### src/rtl/mem_stage_ctrl_pkg.sv
// Shared types and constants for the MEM-stage controller.
package mem_stage_ctrl_pkg;
  localparam int DW     = 32;
  localparam int RA_REG = 31;

  typedef enum logic {IDLE = 1'b0, WAIT = 1'b1} state_t;
endpackage

### src/rtl/mem_wb_reg.sv
// MEM/WB output bank: valid tracks the completion strobe every cycle, payload loads only on completion.
module mem_wb_reg #(
  parameter int DW = 32
) (
  input  logic          clk,
  input  logic          rst,
  input  logic          ld,
  input  logic          regwrite,
  input  logic          memtoreg,
  input  logic [DW-1:0] rdata,
  input  logic [DW-1:0] alu,
  input  logic [4:0]    dst,
  output logic          wb_valid,
  output logic          wb_regwrite,
  output logic          wb_memtoreg,
  output logic [DW-1:0] wb_rdata,
  output logic [DW-1:0] wb_alu,
  output logic [4:0]    wb_dst
);
  always_ff @(posedge clk) begin
    if (rst) begin
      wb_valid    <= 1'b0;
      wb_regwrite <= 1'b0;
      wb_memtoreg <= 1'b0;
      wb_rdata    <= '0;
      wb_alu      <= '0;
      wb_dst      <= '0;
    end else begin
      wb_valid <= ld;
      if (ld) begin
        wb_regwrite <= regwrite;
        wb_memtoreg <= memtoreg;
        wb_rdata    <= rdata;
        wb_alu      <= alu;
        wb_dst      <= dst;
      end
    end
  end
endmodule

### src/rtl/mem_stage_ctrl.sv
// MEM-stage control: redirect resolution, data-memory handshake with timeout, MEM/WB drive.
module mem_stage_ctrl #(
  parameter int DW      = mem_stage_ctrl_pkg::DW,
  parameter int TIMEOUT = 16,
  parameter int RA_REG  = mem_stage_ctrl_pkg::RA_REG
) (
  input  logic          Clk,
  input  logic          Rst,
  input  logic          Mvalid,
  input  logic          Mbranch,
  input  logic          Mmemread,
  input  logic          Mmemtoreg,
  input  logic          Mmemwrite,
  input  logic          Mregwrite,
  input  logic          Mcntrljalr,
  input  logic          Mcntrljald,
  input  logic [1:0]    Mcntrljr,
  input  logic [25:0]   M250Inst,
  input  logic [DW-1:0] MRD1,
  input  logic [DW-1:0] MRD2,
  input  logic [DW-1:0] MPCAddResult,
  input  logic [DW-1:0] MAddResult,
  input  logic          MAluZero,
  input  logic [DW-1:0] MAluResult,
  input  logic [4:0]    MRegDst,
  output logic          MemReq,
  output logic          MemWe,
  output logic [DW-1:0] MemAddr,
  output logic [DW-1:0] MemWData,
  input  logic          MemAck,
  input  logic [DW-1:0] MemRData,
  output logic          MemStall,
  output logic          PCSrc,
  output logic [DW-1:0] PCTarget,
  output logic          WBvalid,
  output logic          WBregwrite,
  output logic          WBmemtoreg,
  output logic [DW-1:0] WBReadData,
  output logic [DW-1:0] WBAluResult,
  output logic [4:0]    WBRegDst,
  output logic          MemErr
);
  import mem_stage_ctrl_pkg::*;

  localparam int CW = $clog2(TIMEOUT + 1);

  state_t        state;
  logic [CW-1:0] cnt;
  logic          memop, tmo, link, wb_ld;
  logic [DW-1:0] jtgt, wb_alu, wb_rdata;
  logic [4:0]    wb_dst;

  assign memop = Mvalid & (Mmemread | Mmemwrite);
  // cnt holds the number of finished WAIT cycles, so the TIMEOUT-th one aborts
  assign tmo   = (state == WAIT) && (cnt == CW'(TIMEOUT - 1));
  assign MemStall = ((state == IDLE) & memop) | ((state == WAIT) & ~MemAck & ~tmo);

  assign jtgt = DW'({MPCAddResult[DW-1:DW-4], M250Inst, 2'b00});

  always_comb begin
    PCSrc    = 1'b0;
    PCTarget = '0;
    if (Mvalid && state == IDLE) begin
      if (Mcntrljr != 2'b00 || Mcntrljalr) begin
        PCSrc    = 1'b1;
        PCTarget = MRD1;
      end else if (Mcntrljald) begin
        PCSrc    = 1'b1;
        PCTarget = jtgt;
      end else if (Mbranch && MAluZero) begin
        PCSrc    = 1'b1;
        PCTarget = MAddResult;
      end
    end
  end

  // Completion: non-mem instruction in IDLE, or the ack of an outstanding access
  assign wb_ld    = ((state == IDLE) & Mvalid & ~memop) | ((state == WAIT) & MemAck);
  assign link     = Mcntrljald | Mcntrljalr;
  assign wb_alu   = link ? MPCAddResult : MAluResult;
  assign wb_dst   = link ? 5'(RA_REG) : MRegDst;
  assign wb_rdata = ((state == WAIT) && !MemWe) ? MemRData : '0;

  always_ff @(posedge Clk) begin
    if (Rst) begin
      state    <= IDLE;
      cnt      <= '0;
      MemReq   <= 1'b0;
      MemWe    <= 1'b0;
      MemAddr  <= '0;
      MemWData <= '0;
      MemErr   <= 1'b0;
    end else begin
      case (state)
        IDLE: if (memop) begin
          state    <= WAIT;
          cnt      <= '0;
          MemReq   <= 1'b1;
          MemWe    <= Mmemwrite;
          MemAddr  <= MAluResult;
          MemWData <= MRD2;
        end
        WAIT: if (MemAck) begin
          state  <= IDLE;
          MemReq <= 1'b0;
        end else if (tmo) begin
          state  <= IDLE;
          MemReq <= 1'b0;
          MemErr <= 1'b1;
        end else begin
          cnt <= cnt + 1'b1;
        end
        default: state <= IDLE;
      endcase
    end
  end

  mem_wb_reg #(.DW(DW)) u_wb (
    .clk        (Clk),
    .rst        (Rst),
    .ld         (wb_ld),
    .regwrite   (Mregwrite | link),
    .memtoreg   (Mmemtoreg),
    .rdata      (wb_rdata),
    .alu        (wb_alu),
    .dst        (wb_dst),
    .wb_valid   (WBvalid),
    .wb_regwrite(WBregwrite),
    .wb_memtoreg(WBmemtoreg),
    .wb_rdata   (WBReadData),
    .wb_alu     (WBAluResult),
    .wb_dst     (WBRegDst)
  );
endmodule
### config.mk
export PLATFORM = sky130hd
export DESIGN_NAME = mem_stage_ctrl
export DESIGN_NICKNAME = d
export VERILOG_FILES = /design/src/rtl/mem_stage_ctrl_pkg.sv /design/src/rtl/mem_wb_reg.sv /design/src/rtl/mem_stage_ctrl.sv
export SDC_FILE = /design/constraint.sdc
export NUM_CORES = 1
export LEC_CHECK = 0
export BUFFER_PORTS_ARGS = -buffer_cell sky130_fd_sc_hd__buf_2
export CELL_PAD_IN_SITES_DETAIL_PLACEMENT = 1
export CELL_PAD_IN_SITES_GLOBAL_PLACEMENT = 2
export CORE_MARGIN = 2
export CORE_UTILIZATION = 20
export CTS_CLUSTER_DIAMETER = 150
export CTS_CLUSTER_SIZE = 10
export DETAILED_ROUTE_END_ITERATION = 7
export PLACE_DENSITY = 0.77
export REMOVE_ABC_BUFFERS = 1
export SLEW_MARGIN = 0
export SYNTH_ARGS = -nofsm -noshare
export SYNTH_HDL_FRONTEND = slang
export SYNTH_SLANG_ARGS = --single-unit
### constraint.sdc
create_clock -name Clk -period 1.8 [get_ports Clk]
set_input_delay 0.18 -clock Clk [delete_from_list [all_inputs] [get_ports Clk]]
set_output_delay 0.18 -clock Clk [all_outputs]
set_load 0.02 [all_outputs]
==> results of run 1 <==
cell type report:
type                       instances  area (um2)  area share
multi-input combinational        522        3180       0.289
inverter                           2        7.51    0.000682
tap                              396         495      0.0450
clock buffer                      18         429      0.0390
sequential                       145        2910       0.264
timing repair buffer             565        3860       0.351
clock inverter                    14         118      0.0107
report_power, final:
| group | total (mW) | internal, mW | switching [mW] |
|---|---|---|---|
| clock network | 3.43 | 1.80 | 1.62 |
| registers | 3.49 | 3.39 | 0.0928 |
| logic | 2.14 | 0.939 | 1.20 |
| total | 9.05 | 6.14 | 2.91 |
state kept, by name, summed over array words and instances (netlist names):
name	count
MemAddr	32
MemWData	32
u_wb.wb_alu	32
u_wb.wb_rdata	32
cnt	5
u_wb.wb_dst	5
MemErr	1
MemReq	1
MemWe	1
state	1
u_wb.wb_memtoreg	1
u_wb.wb_regwrite	1
u_wb.wb_valid	1
logic make-up (layout without fill, tap and decap cells):
family | Yosys count | in the layout | share of synthesized area
flops | 145 | 145 | 0.464
buf+inv | 90 | 599 | 0.0673
compound gates | 281 | 281 | 0.287
fa+ha+maj | 2 | 2 | 0.00400
simple gates | 236 | 239 | 0.178
routing by layer:
layer	vias to the layer above	wire length, um	global-route usage
met5	-	13	0
met1	3861	14100	0.234
li1	3784	-	-
met3	33	2260	0.0532
met4	2	603	0.0541
met2	302	16000	0.334
timing repair:
item	CTS	global route
gates resized for setup	99	28
setup buffers	8	11
cloned	5	1
pin swaps	24	25
setup endpoints to repair	72	50
hold buffers	93	1
endpoints found under the hold margin	93	1
path summary, 6_finish.rpt:
kind	from	endpoint	slack [ps]	depth (start not counted)
max	cnt[1]$_SDFFE_PP0P_	MemStall	-230	6
min	MAluResult[23]	MemAddr[23]$_SDFFE_PP0P_	10	3
max reg2reg	state$_SDFF_PP0_	u_wb.wb_rdata[7]$_SDFFE_PP0P_	40	6
min reg2reg	u_wb.wb_rdata[9]$_SDFFE_PP0P_	u_wb.wb_rdata[9]$_SDFFE_PP0P_	470	1
per-stage QoR:
| stage | hold WS, ps | instance area [um2] |
|---|---|---|
| floorplan | 249 | 5850 |
| global placement | 389 | 8900 |
| detailed placement | 393 | 8900 |
| CTS | 0.683 | 10800 |
| global route | 9.85 | 11000 |
| finish | 12.4 | 11000 |
placed cells by master, fill, tap and decap left out, types with 3 or more instances in the layout:
cell type | synthesis | layout
buf_2 | 22 | 375
dfxtp_1 | 145 | 142
dlygate4sd3_1 | 0 | 94
o21ai_0 | 97 | 73
nand2_1 | 70 | 70
a21oi_1 | 76 | 70
nand3_1 | 68 | 68
buf_4 | 3 | 63
nor3_1 | 40 | 39
nor2_1 | 39 | 34
a311oi_1 | 34 | 34
a22o_1 | 32 | 32
a221oi_1 | 30 | 30
o21ai_2 | 0 | 20
clkbuf_16 | 0 | 18
buf_12 | 0 | 14
buf_6 | 3 | 13
a211oi_1 | 6 | 6
inv_6 | 0 | 6
a21oi_2 | 0 | 5
clkinvlp_4 | 0 | 5
and2b_4 | 0 | 3
nor2_2 | 0 | 3
o21ai_1 | 0 | 3
o211ai_1 | 3 | 3
worst max-delay path: cells and delay by family (launching register included):
kind            cells  cell delay [ps]
compound gates      1               90
fa+ha+maj           2              300
flops               1              340
simple gates        2              540
buf+inv             1              140
==> insert_results.sql, run 1 <==
INSERT INTO impl_metrics (metric_group, metric, value, unit) VALUES
('clock_network', 'cts.sink_count', '145', ''),
('timing', 'report.final.setup_viol', '34', ''),
('place', 'place.gp.congestion', '0.856', ''),
('hold_path', 'worstHoldPathType', 'in2reg', ''),
('route', 'finalWirelength', '33.0', 'mm'),
('place', 'number_of_buffers_inserted_by_port_buffering', '409', ''),
('floorplan', 'effective_utilization_at_floorplan', '0.204', ''),
('route', 'drt_first_iter_violations', '287', ''),
('synthesis', 'commonest_cells_post_synth', 'dfxtp_1 (145), o21ai_0 (97), a21oi_1 (76), nand2_1 (70), nand3_1 (68)', ''),
('clock_network', 'ctsRootBufferMaster', 'clkbuf_16', ''),
('synthesis', 'synth.ff_latch_count', '145', ''),
('clock_network', 'insertion_delay', '440', 'ps'),
('route', 'wl_per_cell', '19.9', 'um'),
('clock_network', 'cts_buffers', '17', ''),
('global_routing', 'grt_start_max_net_pins', '115', ''),
('timing', 'timing_hold_violations_final', '0', ''),
('synthesis', 'async_sr_flop_fraction', '0', ''),
('timing', 'max_slew_margin', '0.472', ''),
('final_layout', 'nets', '1492', ''),
('global_routing', 'grt_resource_usage_total', '0.193', ''),
('timing', 'setup_total_negative_slack', '-4640', 'ps'),
('worst_setup_path', 'critPathSlowestCell', 'or3b_4', ''),
('clock_network', 'cts_htree_levels', '4', ''),
('global_routing', 'globalRouteOverflowTotal', '0', ''),
('timing', 'fmax', '0.492', 'GHz'),
('floorplan', 'core_region_area', '0.0307', 'mm2'),
('worst_setup_path', 'critPathLaunchType', 'flip-flop', ''),
('worst_setup_path', 'crit_path_end_kind', 'output port', ''),
('run_status', 'run_status', 'complete, but fails checks', ''),
('synthesis', 'number_of_synthesized_flops_with_an_enable_pin', '0', ''),
('timing', 'fin_skew', '10.3', 'ps'),
('worst_setup_path', 'worst-path-max-fanout', '2', ''),
('synthesis', 'post_synth_top_area_share', '0.464', ''),
('timing', 'finalMaxSlewViolations', '0', ''),
('place', 'numPlacedInstances', '1511', ''),
('global_routing', 'number_of_antenna_violations_at_the_first_check_in_global_routing', '2', ''),
('floorplan', 'pin_count', '410', ''),
('synthesis', 'synth.avg_cell_area', '8.30', 'um2'),
('route', 'ant_nets', '0', ''),
('floorplan', 'core.rowCount', '64', ''),
('clock_network', 'clk_transition_reported_paths', '70', 'ps'),
('final_layout', 'layout.core_utilization', '0.359', ''),
('timing', 'post-route-period-util', '1.13', ''),
('power_and_ir_drop', 'leakagePower', '5.00', 'nW'),
('place', 'hpwl', '21.1', 'mm'),
('synthesis', 'synth_top_area_cell', 'dfxtp_1', ''),
('synthesis', 'synth_most_common_cell', 'dfxtp_1', ''),
('timing', 'finalWorstSetupSlack', '-234', 'ps'),
('run_status', 'violations', 'negative setup slack', ''),
('floorplan', 'die_x', '181', 'um'),
('clock_network', 'tritoncts', 'yes', ''),
('worst_setup_path', 'critical_path_class', 'reg2out', ''),
('synthesis', 'synth_cell_types', '39', ''),
('final_layout', 'final_cell_count_no_fill', '1662', ''),
('synthesis', 'yosysWarnings', '0', ''),
('worst_setup_path', 'cell_occurring_most_often_along_the_worst_timing_path', 'ha_4', ''),
('worst_setup_path', 'crit_arrival', '1850', 'ps'),
('synthesis', 'syn-cell-area', '0.00626', 'mm2'),
('clock_network', 'clock_path_buffers', '2', ''),
('synthesis', 'top_reg_cell_synth', 'dfxtp_1', ''),
('worst_setup_path', 'worst_path_largest_cell_delay', '390', 'ps'),
('global_routing', 'grt_pass1_vias', '8373', ''),
('worst_setup_path', 'worstPathCellList', 'ha_4 -> and3_4 -> ha_4 -> or3b_4 -> o21ai_4 -> buf_6', ''),
('synthesis', 'synth_sequential_area_ratio', '0.464', ''),
('timing', 'grt_setup_unrepaired', 'true', ''),
('route', 'vias', '7982', ''),
('route', 'drc_errors', '0', ''),
('global_routing', 'first_pass_grt_wire_length', '49.6', 'mm'),
('job', 'maxCapViolCount', '0', ''),
('route', 'drt-vias-per-instance', '4.80', ''),
('timing', 'final.min_clock_period', '2030', 'ps');
Note: power is estimated with default switching activity, not from simulation.
==> inputs of run 2 (changes only) <==
--- a/config.mk
+++ b/config.mk
@@ -15,6 +15,7 @@
 export DETAILED_ROUTE_END_ITERATION = 7
 export PLACE_DENSITY = 0.77
 export REMOVE_ABC_BUFFERS = 1
+export SETUP_SLACK_MARGIN = 0.05
 export SLEW_MARGIN = 0
 export SYNTH_ARGS = -nofsm -noshare
 export SYNTH_HDL_FRONTEND = slang
==> insert_results.sql, run 2 (synthesis results as in run 1) <==
INSERT INTO impl_metrics (metric_group, metric, value, unit) VALUES
('run_status', 'run_status', 'complete, but fails checks', ''),
('run_status', 'violations', 'negative setup slack', ''),
('final_layout', 'nets', '1496', ''),
('job', 'maxCapViolCount', '0', ''),
('floorplan', 'pin_count', '410', ''),
('worst_setup_path', 'r2r-end', 'MemWData[12]$_SDFFE_PP0P_', ''),
('timing', 'finalMaxSlewViolations', '0', ''),
('final_layout', 'syn_to_final_growth', '77.0', '%'),
('floorplan', 'core.rowCount', '64', ''),
('clock_network', 'clk_transition_reported_paths', '70', 'ps'),
('place', 'place.gp.congestion', '0.856', ''),
('final_layout', 'final_cell_mix', 'buf_2 (374), dfxtp_1 (142), dlygate4sd3_1 (94), a21oi_1 (74), nand2_1 (70)', ''),
('floorplan', 'die_area', '0.0327', 'mm2'),
('timing', 'least_margin_pin_slew', '740', 'ps'),
('worst_setup_path', 'critPathLaunchType', 'flip-flop', ''),
('timing', 'max_slew_margin', '0.505', ''),
('worst_setup_path', 'cp_num_cells', '6', ''),
('power_and_ir_drop', 'leakagePower', '5.04', 'nW'),
('timing', 'report.final.setup_viol', '34', ''),
('floorplan', 'effective_utilization_at_floorplan', '0.204', ''),
('route', 'finalWirelength', '33.9', 'mm'),
('hold_path', 'hp-start', 'MAluResult[12]', ''),
('global_routing', 'grt_start_max_net_pins', '115', ''),
('final_layout', 'layout.core_utilization', '0.361', ''),
('place', 'hpwl', '21.1', 'mm'),
('power_and_ir_drop', 'comb_power_share', '0.240', ''),
('worst_setup_path', 'critical_path_class', 'reg2out', ''),
('worst_setup_path', 'crit_path_end_kind', 'output port', ''),
('power_and_ir_drop', 'power.ir.vdd_worst', '0.582', 'mV'),
('clock_network', 'clock_path_buffers', '2', ''),
('global_routing', 'number_of_antenna_violations_at_the_first_check_in_global_routing', '2', ''),
('global_routing', 'grt_resource_usage_total', '0.194', ''),
('worst_setup_path', 'timing.critical_path.max_delay_family', 'simple AND/OR/NAND/NOR gates', ''),
('clock_network', 'cts_htree_levels', '4', ''),
('worst_setup_path', 'worstPathCellList', 'ha_4 -> and3_4 -> ha_4 -> or3b_4 -> o21ai_4 -> buf_6', ''),
('worst_setup_path', 'worst_path_largest_cell_delay', '390', 'ps'),
('power_and_ir_drop', 'internal-power', '6.16', 'mW'),
('floorplan', 'die_x', '181', 'um'),
('clock_network', 'insertion_delay', '440', 'ps'),
('worst_setup_path', 'cp_launch_point', 'cnt[1]$_SDFFE_PP0P_', ''),
('timing', 'finalWorstSetupSlack', '-236', 'ps'),
('clock_network', 'cts_buffers', '17', ''),
('worst_setup_path', 'crit_arrival', '1860', 'ps'),
('clock_network', 'cts.sink_count', '145', ''),
('power_and_ir_drop', 'sw_frac', '0.323', ''),
('worst_setup_path', 'worst-path-max-fanout', '2', ''),
('power_and_ir_drop', 'power.sequential.fraction', '0.383', ''),
('clock_network', 'tritoncts', 'yes', ''),
('worst_setup_path', 'required_time_at_the_endpoint_of_the_critical_path', '1620', 'ps'),
('worst_setup_path', 'critPathSlowestCell', 'or3b_4', ''),
('power_and_ir_drop', 'post-layout-total-power', '9.10', 'mW'),
('floorplan', 'dieHeight', '181', 'um'),
('final_layout', 'post_route_cells_drive_above_1_share', '0.440', ''),
('timing', 'final.min_clock_period', '2040', 'ps'),
('final_layout', 'insertedDiodeCount', '0', ''),
('worst_setup_path', 'r2r.worst_path.cells', '7', ''),
('clock_network', 'ctsRootBufferMaster', 'clkbuf_16', ''),
('timing', 'fin_skew', '7.58', 'ps'),
('global_routing', 'globalRouteOverflowTotal', '0', ''),
('hold_path', 'worstHoldPathType', 'in2reg', ''),
('place', 'number_of_buffers_inserted_by_port_buffering', '409', ''),
('worst_setup_path', 'critical_path.n_buffers_inverters', '1', ''),
('worst_setup_path', 'rr_startpoint', 'state$_SDFF_PP0_', ''),
('floorplan', 'core_region_area', '0.0307', 'mm2'),
('worst_setup_path', 'regToRegSetupSlack', '90', 'ps'),
('global_routing', 'first_pass_grt_wire_length', '49.9', 'mm'),
('worst_setup_path', 'critical_path.endpoint', 'MemStall', ''),
('route', 'drt-vias-per-instance', '4.81', ''),
('timing', 'post-route-period-util', '1.13', ''),
('timing', 'grt_setup_unrepaired', 'true', ''),
('worst_setup_path', 'cell_occurring_most_often_along_the_worst_timing_path', 'ha_4', ''),
('route', 'wl_per_cell', '20.3', 'um'),
('final_layout', 'mostFrequentLayoutCell', 'buf_2', ''),
('route', 'ant_nets', '0', ''),
('route', 'vias', '8021', ''),
('route', 'drc_errors', '0', ''),
('power_and_ir_drop', 'power_per_cell_area', '822', 'mW/mm2'),
('timing', 'timing_hold_violations_final', '0', ''),
('power_and_ir_drop', 'switching_power', '2.94', 'mW'),
('route', 'drt_first_iter_violations', '286', ''),
('power_and_ir_drop', 'power.share.clock', '0.377', ''),
('timing', 'fmax', '0.491', 'GHz'),
('route', 'dr.pass1.iters', '5', ''),
('global_routing', 'grt_pass1_vias', '8404', '');
run 2: final cells by class:
| cell class | count | area, um2 |
|---|---|---|
| repair buffers | 569 | 3950 |
| flip-flops and latches | 145 | 2910 |
| well taps | 396 | 495 |
| multi-input cells | 522 | 3180 |
| inverters | 2 | 7.51 |
| clock buffers | 18 | 429 |
| clock inverters | 14 | 118 |
| fillers | 3673 | 19600 |
run 2: layer usage:
metal,share of wire,track usage,up-vias
met4,0.018,0.0541,2
met1,0.43,0.236,3900
met5,0.00038,0,-
met2,0.49,0.335,290
met3,0.065,0.0532,34
li1,-,-,3795
run 2: tightest hold or removal path, cell delays in order:
cell and delay, ps:
buf_2 100, nand3_1 60, a21oi_1 50
run 2: how the worst min path moves through the flow:
stage	to	slack [ps]	depth (start not counted)
after CTS	u_wb.wb_memtoreg$_SDFFE_PP0P_	0.7	3
after global routing	MemAddr[24]$_SDFFE_PP0P_	10	3
after floorplan	MemAddr[0]$_SDFFE_PP0P_	250	1
after global placement	u_wb.wb_rdata[6]$_SDFFE_PP0P_	390	2
final	MemAddr[12]$_SDFFE_PP0P_	20	3
after detailed placement	u_wb.wb_rdata[27]$_SDFFE_PP0P_	390	2
run 2: stage by stage:
step / cell area, um2 / std cells / TNS, ps / setup WS, ps / hold WS (ps)
after detailed placement: 8900 / 1511 / -793 / -180 / 393
after global routing: 11100 / 1666 / -6650 / -304 / 9.85
after floorplan: 5850 / 666 / -92050 / -1200 / 249
final: 11100 / 1666 / -4480 / -236 / 15.0
after global placement: 8900 / 1511 / -488 / -134 / 389
after CTS: 10900 / 1653 / -4650 / -303 / 0.683
run 2: power by group through the flow:
| stage | logic, mW | clock network [mW] | registers (mW) |
|---|---|---|---|
| after floorplan | 0.565 | 0 | 3.78 |
| after global placement | 1.71 | 0 | 3.55 |
| after detailed placement | 1.73 | 0 | 3.56 |
| after CTS | 2.10 | 3.53 | 3.48 |
| after global routing | 2.34 | 3.65 | 3.51 |
| final | 2.18 | 3.44 | 3.49 |
run 2: what timing repair did:
action / CTS / global route
cloned: 5 / 3
hold endpoints to repair: 93 / 1
buffers inserted: 12 / 9
pin swaps: 26 / 24
hold buffers: 93 / 1
gates resized for setup: 120 / 25
endpoints found under the setup margin: 79 / 42
==> inputs of run 3 (changes only) <==
==> constraint.sdc (replaced) <==
create_clock -name Clk -period 1.8 [get_ports Clk]
set_input_delay 0.45 -clock Clk [delete_from_list [all_inputs] [get_ports Clk]]
set_output_delay 0.45 -clock Clk [all_outputs]
set_load 0.02 [all_outputs]
==> insert_results.sql, run 3 (synthesis results as in run 1) <==
INSERT INTO impl_metrics (metric_group, metric, value, unit) VALUES
('place', 'place.gp.congestion', '0.943', ''),
('floorplan', 'core_region_area', '0.0307', 'mm2'),
('timing', 'final.min_clock_period', '2270', 'ps'),
('final_layout', 'insertedDiodeCount', '0', ''),
('place', 'numPlacedInstances', '1526', ''),
('hold_path', 'worstHoldPathType', 'in2reg', ''),
('power_and_ir_drop', 'sw_frac', '0.319', ''),
('power_and_ir_drop', 'power.share.clock', '0.394', ''),
('route', 'drt_first_iter_violations', '418', ''),
('worst_setup_path', 'crit_path_end_kind', 'output port', ''),
('timing', 'finalWorstSetupSlack', '-473', 'ps'),
('route', 'vias', '7666', ''),
('route', 'wl_per_cell', '20.9', 'um'),
('route', 'met3RoutedLength', '2.52', 'mm'),
('clock_network', 'insertion_delay', '440', 'ps'),
('route', 'drc_errors', '0', ''),
('route', 'wl_on_met1', '14.2', 'mm'),
('timing', 'least_margin_pin_slew', '465', 'ps'),
('timing', 'report.final.setup_viol', '34', ''),
('timing', 'max_slew_margin', '0.690', ''),
('timing', 'setup_total_negative_slack', '-10250', 'ps'),
('power_and_ir_drop', 'post-layout-total-power', '9.20', 'mW'),
('timing', 'timing_hold_violations_final', '0', ''),
('power_and_ir_drop', 'power.ir.vdd_worst', '0.601', 'mV'),
('power_and_ir_drop', 'leakagePower', '4.85', 'nW'),
('route', 'drt-vias-per-instance', '4.84', ''),
('worst_setup_path', 'crit_arrival', '1820', 'ps'),
('clock_network', 'clock_path_buffers', '2', ''),
('power_and_ir_drop', 'power.sequential.fraction', '0.379', ''),
('floorplan', 'core.rowCount', '64', ''),
('global_routing', 'grt_start_max_net_pins', '74', ''),
('place', 'number_of_buffers_inserted_by_port_buffering', '409', ''),
('floorplan', 'die_area', '0.0327', 'mm2'),
('clock_network', 'cts.sink_count', '145', ''),
('floorplan', 'dieHeight', '181', 'um'),
('job', 'maxCapViolCount', '0', ''),
('route', 'ant_nets', '0', ''),
('clock_network', 'clk_transition_reported_paths', '70', 'ps'),
('global_routing', 'grt_resource_usage_total', '0.190', ''),
('floorplan', 'pin_count', '410', ''),
('timing', 'fin_skew', '14.7', 'ps'),
('final_layout', 'post_route_cells_drive_above_1_share', '0.505', ''),
('place', 'hpwl', '22.8', 'mm'),
('route', 'dr.pass1.iters', '4', ''),
('global_routing', 'globalRouteOverflowTotal', '0', ''),
('power_and_ir_drop', 'internal-power', '6.27', 'mW'),
('final_layout', 'syn_to_final_growth', '69.5', '%'),
('global_routing', 'first_pass_grt_wire_length', '48.7', 'mm'),
('timing', 'grt_setup_unrepaired', 'true', ''),
('worst_setup_path', 'critPathLaunchType', 'flip-flop', ''),
('route', 'highest_metal_layer_used_by_the_detailed_router', 'met5', ''),
('floorplan', 'die_x', '181', 'um'),
('final_layout', 'final_cell_count_no_fill', '1583', ''),
('worst_setup_path', 'worst-path-max-fanout', '2', ''),
('clock_network', 'hold_buffers', '0', ''),
('run_status', 'violations', 'negative setup slack', ''),
('global_routing', 'number_of_antenna_violations_at_the_first_check_in_global_routing', '3', ''),
('floorplan', 'effective_utilization_at_floorplan', '0.204', ''),
('clock_network', 'cts_buffers', '17', ''),
('worst_setup_path', 'critical_path_class', 'reg2out', ''),
('worst_setup_path', 'required_time_at_the_endpoint_of_the_critical_path', '1350', 'ps'),
('final_layout', 'mostFrequentLayoutCell', 'buf_2', ''),
('power_and_ir_drop', 'switching_power', '2.93', 'mW'),
('timing', 'post-route-period-util', '1.26', ''),
('route', 'met2_length', '16.0', 'mm'),
('final_layout', 'nets', '1413', ''),
('global_routing', 'grt_pass1_vias', '7924', ''),
('timing', 'fin_hold_ws', '219', 'ps'),
('clock_network', 'cts_htree_levels', '4', ''),
('route', 'finalWirelength', '33.1', 'mm'),
('clock_network', 'ctsRootBufferMaster', 'clkbuf_16', ''),
('run_status', 'run_status', 'complete, but fails checks', ''),
('timing', 'fmax', '0.440', 'GHz'),
('clock_network', 'tritoncts', 'yes', ''),
('final_layout', 'final_cell_mix', 'buf_2 (372), dfxtp_1 (142), buf_4 (71), nand2_1 (70), o21ai_0 (66)', ''),
('timing', 'finalMaxSlewViolations', '0', ''),
('power_and_ir_drop', 'comb_power_share', '0.227', ''),
('power_and_ir_drop', 'power_per_cell_area', '867', 'mW/mm2');
-- run 3: changes by cell type in the layout (fill, tap and decap cells not counted), moves of 4 or more --
cell	change
clkbuf_16	+4
o21ai_2	-6
a221oi_2	+21
buf_4	+6
o21ai_0	+12
dlygate4sd3_1	-94
o21ai_1	-6
buf_12	+6
nand3_1	-4
buf_16	+4
nand3_2	+4
a21oi_2	+8
a221oi_1	-21
a21oi_1	-9
-- run 3: final cells by class --
type	count	area (um2)
Clock buffer	18	439
Clock inverter	14	146
Fill cell	3681	20100
Inverter	2	7.51
Multi-Input combinational cell	519	3330
Sequential cell	145	2910
Tap cell	396	495
Timing Repair Buffer	489	3290
-- run 3: worst paths after layout --
path / startpoint / end / slack (ps) / depth (start not counted)
setup / recovery: cnt[1]$_SDFFE_PP0P_ / MemStall / -470 / 6
hold / removal: MemRData[31] / u_wb.wb_rdata[31]$_SDFFE_PP0P_ / 220 / 2
setup reg to reg: cnt[1]$_SDFFE_PP0P_ / cnt[3]$_SDFFE_PP0P_ / 50 / 8
hold reg to reg: u_wb.wb_rdata[23]$_SDFFE_PP0P_ / u_wb.wb_rdata[23]$_SDFFE_PP0P_ / 470 / 1
-- run 3: stage by stage --
step / instance area, um2 / setup slack [ps] / utilization
2_1_floorplan: 5850 / -1470 / -
3_3_place_gp: 9070 / -301 / 0.296
3_5_place_dp: 9070 / -372 / 0.296
4_1_cts: 10100 / -528 / 0.331
5_1_grt: 10600 / -543 / 0.346
6_report: 10600 / -473 / 0.346
-- run 3: layer usage --
| metal | up-vias | global-route usage |
|---|---|---|
| met1 | 3723 | 0.239 |
| met5 | - | 0 |
| met3 | 34 | 0.0647 |
| met2 | 287 | 0.312 |
| li1 | 3616 | - |
| met4 | 6 | 0.0467 |
-- run 3: timing repair --
action,in CTS,in global routing
buffers inserted,7,7
resized for setup,112,48
pin swaps,9,12
endpoints found under the setup margin,41,85
gates cloned,4,8
-- run 3: power by group through the flow --
stage | Sequential, mW | Combinational [mW] | Clock, mW
4_1_cts | 3.48 | 1.97 | 3.73
3_5_place_dp | 3.55 | 1.79 | 0
5_1_grt | 3.51 | 2.25 | 3.88
2_1_floorplan | 3.78 | 0.565 | 0
6_report | 3.48 | 2.09 | 3.62
3_3_place_gp | 3.55 | 1.78 | 0
-- run 3: critical path: stages (launching register included) --
cell	delay (ps)
dfxtp_2	340
ha_4	150
and3_4	140
ha_4	150
or3b_4	390
o21ai_4	80
buf_6	130
